$ cat src/rtl/sdram_uart_dump.sv
// sdram_uart_dump: drains WORD_CNT 16-bit words from the SDRAM read FIFO and
// sends each one as two 8N1 UART bytes (low byte first) on uart_txd.
//
// Ports:
//   sys_clk   - single clock for all logic
//   sys_rst   - synchronous reset, active-high
//   start     - one-cycle dump request, ignored while busy
//   rd_en     - FIFO pop strobe, one cycle per word
//   rd_data   - FIFO data, valid the cycle after rd_en
//   busy      - dump in progress
//   done      - one-cycle pulse once the last stop bit has finished
//   uart_txd  - serial output, idles high, driven from a flop
//
// Optional feature macro: DUMP_CHECKSUM_EN
//   When defined, a mod-256 sum of all transmitted data bytes is sent as one
//   extra 8N1 byte after the last word (also when WORD_CNT is 0).
module sdram_uart_dump #(
    parameter int unsigned CLK_FREQ = 50_000_000,
    parameter int unsigned UART_BPS = 115200,
    parameter int unsigned WORD_CNT = 16
) (
    input  logic        sys_clk,
    input  logic        sys_rst,
    input  logic        start,
    output logic        rd_en,
    input  logic [15:0] rd_data,
    output logic        busy,
    output logic        done,
    output logic        uart_txd
);

    localparam int unsigned BPS_CNT = CLK_FREQ / UART_BPS;
    localparam int unsigned BAUD_W  = (BPS_CNT > 1) ? $clog2(BPS_CNT) : 1;
    localparam bit          HAS_WORDS = (WORD_CNT != 0);

    typedef enum logic [2:0] {
        S_IDLE,
        S_FETCH,
        S_LATCH,
        S_TX_LO,
        S_TX_HI,
`ifdef DUMP_CHECKSUM_EN
        S_CSUM,
`endif
        S_FIN
    } state_t;

    state_t              state_q, state_d;
    logic                rd_en_q, rd_en_d;
    logic                busy_q, busy_d;
    logic                done_q, done_d;
    logic                txd_q, txd_d;
    logic [15:0]         hold_q, hold_d;
    logic [15:0]         word_cnt_q, word_cnt_d;
    logic [3:0]          bit_cnt_q, bit_cnt_d;
    logic [BAUD_W-1:0]   baud_cnt_q, baud_cnt_d;
`ifdef DUMP_CHECKSUM_EN
    logic [7:0]          csum_q, csum_d;
`endif

    logic                is_tx_c;
    logic                bit_tick_c;
    logic                byte_end_c;
    logic [7:0]          tx_byte_c;
    logic [9:0]          frame_c;

    // Byte currently on the wire and its 8N1 frame (bit 0 = start bit).
    always_comb begin
        tx_byte_c = hold_q[7:0];
        if (state_q == S_TX_HI) begin
            tx_byte_c = hold_q[15:8];
        end
`ifdef DUMP_CHECKSUM_EN
        if (state_q == S_CSUM) begin
            tx_byte_c = csum_q;
        end
`endif
        frame_c = {1'b1, tx_byte_c, 1'b0};
    end

    assign bit_tick_c = (baud_cnt_q == BAUD_W'(BPS_CNT - 1));

    always_comb begin
        is_tx_c = (state_q == S_TX_LO) || (state_q == S_TX_HI);
`ifdef DUMP_CHECKSUM_EN
        if (state_q == S_CSUM) begin
            is_tx_c = 1'b1;
        end
`endif
    end

    // Next-state and output logic.
    always_comb begin
        state_d    = state_q;
        rd_en_d    = 1'b0;
        busy_d     = busy_q;
        done_d     = 1'b0;
        txd_d      = txd_q;
        hold_d     = hold_q;
        word_cnt_d = word_cnt_q;
        bit_cnt_d  = bit_cnt_q;
        baud_cnt_d = baud_cnt_q;
        byte_end_c = 1'b0;
`ifdef DUMP_CHECKSUM_EN
        csum_d     = csum_q;
`endif

        // Shared bit timer: the line only changes on a bit boundary.
        if (is_tx_c) begin
            if (bit_tick_c) begin
                baud_cnt_d = '0;
                if (bit_cnt_q == 4'd9) begin
                    byte_end_c = 1'b1;
                end else begin
                    bit_cnt_d = bit_cnt_q + 4'd1;
                    txd_d     = frame_c[bit_cnt_q + 4'd1];
                end
            end else begin
                baud_cnt_d = baud_cnt_q + BAUD_W'(1);
            end
        end

        case (state_q)
            S_IDLE: begin
                txd_d = 1'b1;
                if (start) begin
                    busy_d     = 1'b1;
                    word_cnt_d = '0;
`ifdef DUMP_CHECKSUM_EN
                    csum_d     = '0;
`endif
                    if (HAS_WORDS) begin
                        state_d = S_FETCH;
                        rd_en_d = 1'b1;
                    end else begin
`ifdef DUMP_CHECKSUM_EN
                        state_d    = S_CSUM;
                        txd_d      = 1'b0;
                        bit_cnt_d  = '0;
                        baud_cnt_d = '0;
`else
                        state_d = S_FIN;
`endif
                    end
                end
            end
            S_FETCH: begin
                state_d = S_LATCH;
            end
            S_LATCH: begin
                hold_d     = rd_data;
                word_cnt_d = word_cnt_q + 16'd1;
`ifdef DUMP_CHECKSUM_EN
                csum_d     = csum_q + rd_data[7:0] + rd_data[15:8];
`endif
                txd_d      = 1'b0;
                bit_cnt_d  = '0;
                baud_cnt_d = '0;
                state_d    = S_TX_LO;
            end
            S_TX_LO: begin
                if (byte_end_c) begin
                    txd_d     = 1'b0;
                    bit_cnt_d = '0;
                    state_d   = S_TX_HI;
                end
            end
            S_TX_HI: begin
                if (byte_end_c) begin
                    bit_cnt_d = '0;
                    if (word_cnt_q == 16'(WORD_CNT)) begin
`ifdef DUMP_CHECKSUM_EN
                        state_d = S_CSUM;
                        txd_d   = 1'b0;
`else
                        state_d = S_FIN;
                        txd_d   = 1'b1;
`endif
                    end else begin
                        state_d = S_FETCH;
                        rd_en_d = 1'b1;
                        txd_d   = 1'b1;
                    end
                end
            end
`ifdef DUMP_CHECKSUM_EN
            S_CSUM: begin
                if (byte_end_c) begin
                    bit_cnt_d = '0;
                    txd_d     = 1'b1;
                    state_d   = S_FIN;
                end
            end
`endif
            S_FIN: begin
                done_d  = 1'b1;
                busy_d  = 1'b0;
                txd_d   = 1'b1;
                state_d = S_IDLE;
            end
            default: begin
                state_d = S_IDLE;
                busy_d  = 1'b0;
                txd_d   = 1'b1;
            end
        endcase
    end

    // State and output registers; reset aborts any frame immediately.
    always_ff @(posedge sys_clk) begin
        if (sys_rst) begin
            state_q    <= S_IDLE;
            rd_en_q    <= 1'b0;
            busy_q     <= 1'b0;
            done_q     <= 1'b0;
            txd_q      <= 1'b1;
            hold_q     <= '0;
            word_cnt_q <= '0;
            bit_cnt_q  <= '0;
            baud_cnt_q <= '0;
`ifdef DUMP_CHECKSUM_EN
            csum_q     <= '0;
`endif
        end else begin
            state_q    <= state_d;
            rd_en_q    <= rd_en_d;
            busy_q     <= busy_d;
            done_q     <= done_d;
            txd_q      <= txd_d;
            hold_q     <= hold_d;
            word_cnt_q <= word_cnt_d;
            bit_cnt_q  <= bit_cnt_d;
            baud_cnt_q <= baud_cnt_d;
`ifdef DUMP_CHECKSUM_EN
            csum_q     <= csum_d;
`endif
        end
    end

    assign rd_en    = rd_en_q;
    assign busy     = busy_q;
    assign done     = done_q;
    assign uart_txd = txd_q;

endmodule

$ cat config.mk
export PLATFORM = sky130hd
export DESIGN_NAME = sdram_uart_dump
export DESIGN_NICKNAME = d
export VERILOG_FILES = /design/src/rtl/sdram_uart_dump.sv
export SDC_FILE = /design/constraint.sdc
export NUM_CORES = 1
export LEC_CHECK = 0
export BUFFER_PORTS_ARGS = -buffer_cell sky130_fd_sc_hd__buf_4
export CAP_MARGIN = 10
export CORE_ASPECT_RATIO = 1.5
export CORE_MARGIN = 5
export CORE_UTILIZATION = 40
export DETAILED_ROUTE_END_ITERATION = 7
export PLACE_DENSITY = 0.69
export SYNTH_ARGS = -nofsm -noshare
export SYNTH_HDL_FRONTEND = slang
export SYNTH_SLANG_ARGS = --single-unit
$ cat constraint.sdc
create_clock -name sys_clk -period 3.7 [get_ports sys_clk]
set_clock_uncertainty 0.2 [all_clocks]
set_input_delay 0.185 -clock sys_clk [delete_from_list [all_inputs] [get_ports sys_clk]]
set_output_delay 0.185 -clock sys_clk [all_outputs]
set_load 0.1 [all_outputs]
==> flow_summary.ini <==
[critical_path]
worstPathCellList = nor3b_2, or2_0, and3_1, a211oi_1, or4_1
r2r-end = uart_txd
cpLargestDelayFamily = simple AND/OR/NAND/NOR gates
critPathCaptureType = flop
worst-path-max-fanout = 12
crit_arrival_ns = 2.84
cp_slowest_stage_delay_ns = 0.68
path_buf_inv = 0
crit_type = reg2reg
timing.rr.start = state_q[2]
slowest_stage = nor3b_2
reg2reg_slack_ns = 0.85
critPathLaunchType = flop
critPathRequiredTime_ns = 3.69
reg2reg_depth = 5

[place]
detailed_place_hpwl_mm = 3.925
placedInstanceArea_um2 = 2745
port_buffers = 22
gp_congestion = 0.8368

[global_route]
globalRouteTotalUtil_pct = 15.09
grt_pass1_vias = 2258
grt_max_degree = 43
gr-total-overflow = 0
grt_pass1_wl_mm = 9.853
antenna_found_initial = 0

[final_layout]
finalInstanceArea_um2 = 3013
final_cell_mix = 52 x nand2_1, 52 x dfxtp_1, 33 x a21oi_1
syn2layout_area_growth_pct = 17.75
nets = 363
drive_gt1_share_pct = 11.80
antenna_cells = 0
n_fill_cell = 597

[floorplan]
dieArea_um2 = 8130
coreArea_um2 = 6175
die_h_um = 108.0
start_util_pct = 41.44
die_x_um = 75.31
num_rows = 35
ios = 23

[synthesis]
ys_async_sr_fraction_pct = 0
synth_area_leader_cell = dfxtp_1
yosysWarnings = 0
yosysUniqueCellTypes = 52
synth_ff_type = dfxtp_1
yosys.area.top_type_share_pct = 40.68
synth.area.top_cells = dfxtp_1 41%, nand2_1 7.6%, a21oi_1 6.5%, nor2_1 4.1%, ha_1 2.9%
ys_seq_elements = 52
synth_area_um2 = 2559
synth_nets = 335
synth_area_per_cell_um2 = 8.254
syn_inst = 310
synth-edff-count = 0
ys_seq_area_share_pct = 40.68

[timing]
tightest_slew_ns = 0.8260
max_slew_margin_pct = 44.51
period_minus_slack_ns = 2.850
grt_setup_unrepaired = false
fin_setup_tns_ns = 0
setup_viol = 0
maxSlewViolCount = 0
post-route-period-util_pct = 77.03
hold_viol = 0
whs_ns = 0.09927
fmax_mhz = 350.9

[clock_network]
htree_levels = 2
clockBufferDepth = 2
numCtsBuffers = 5
cts-resized-gates = 0
root_buffer = clkbuf_8
tritoncts = yes
clk_latency_ns = 0.30
cts.clk_slew.worst_paths_ns = 0.09
cts_setup_buffers = 0
cts_sinks = 52

[power]
p_switching_uw = 274.0
powerDensity_nw_per_um2 = 365.5
switching_share_pct = 24.88
internal_power_uw = 827.1
pwr-share-seq_pct = 53.4
p_leak_nw = 1.082
clkPwrFrac_pct = 35.1
p_comb_share_pct = 11.5
vdd_drop_max_v = 0.0002027

[run]
maxCapViolations = 0

[routing]
wl_mm = 5.649
vias = 2261
remaining_drc_errors = 0
first_iter_violations = 113
post_drt_wl_per_cell_um = 13.68
first_pass_iters = 4
vias_per_cell = 5.475
ant_nets = 0

[worst_hold_path]
hold_path_class = in2reg
min_from = sys_rst
holdPathEnd = word_cnt_q[5]
min_path_cells = 2

[outcome]
outcome = completed
==> per-stage QoR <==
stage | util (%) | setup WS [ns] | cells | power [mW]
final | 48.79 | 0.8501 | 413 | 1.101
after global routing | 48.79 | 0.6380 | 413 | 1.154
after floorplan | - | 1.315 | 310 | 0.6784
after CTS | 48.79 | 0.8453 | 413 | 1.108
after detailed placement | 44.46 | 0.8591 | 389 | 0.7144
after global placement | 44.46 | 0.9236 | 389 | 0.7121
==> kinds of logic (layout without fill, tap and decap cells) <==
group / count (synthesis) / count (layout) / share of synthesized area, %
simple gates: 143 / 143 / 28.12
fa+ha+maj: 6 / 6 / 2.934
xor+xnor: 12 / 12 / 4.108
compound gates: 62 / 62 / 14.91
flops: 52 / 52 / 40.68
buf+inv: 28 / 57 / 4.743
mux: 7 / 7 / 4.499
==> power by group through the flow <==
stage | clock network, mW | registers (mW) | logic (mW)
6_report | 0.387 | 0.588 | 0.127
5_1_grt | 0.424 | 0.590 | 0.140
4_1_cts | 0.393 | 0.588 | 0.127
3_5_place_dp | 0 | 0.601 | 0.113
3_3_place_gp | 0 | 0.600 | 0.112
2_1_floorplan | 0 | 0.614 | 0.0643
==> registers in the layout, summed over array words and instances, names as in the netlist <==
signal and count:
rd_en 1, bit_cnt_q 4, baud_cnt_q 9, busy 1, done 1, hold_q 16, uart_txd 1, state_q 3
word_cnt_q 16
==> final cells by class <==
cell class / instances / area [um2] / area share [%]
clock buffer: 6 / 72.57 / 2.409
timing repair buffer: 39 / 332.8 / 11.05
clock inverter: 2 / 35.03 / 1.163
multi-input combinational: 230 / 1401 / 46.51
inverter: 10 / 37.54 / 1.246
sequential: 52 / 1041 / 34.55
tap: 74 / 92.59 / 3.073
==> how the worst max path moves through the flow <==
stage	cells after the start	slack (ns)	startpoint	end
after floorplan	5	1.32	state_q[1]	uart_txd
after global placement	5	0.92	state_q[2]	uart_txd
after detailed placement	5	0.86	state_q[2]	uart_txd
after CTS	5	0.85	state_q[2]	uart_txd
after global routing	5	0.64	state_q[2]	uart_txd
final	5	0.85	state_q[2]	uart_txd
==> routing by layer <==
metal,vias up,wire [um],global-route usage (%)
met1,1066,2301,16.61
met3,21,157,3.349
li1,1144,-,-
met4,0,243,7.875
met5,-,0,0
met2,30,2946,26.14
==> Yosys cell counts, types with 6 or more instances <==
cell,number
a21oi_1,33
clkbuf_1,12
dfxtp_1,52
ha_1,6
inv_1,10
nand2_1,52
nand3_1,10
nor2_1,28
nor3_1,8
or3_1,6
xnor2_1,6
xor2_1,6
==> timing repair <==
| item | in CTS | in global routing |
|---|---|---|
| endpoints found under the hold margin | 16 | 0 |
| hold buffers | 16 | 0 |
| endpoints found under the setup margin | 0 | 0 |
(Power assumes the default switching activity.)
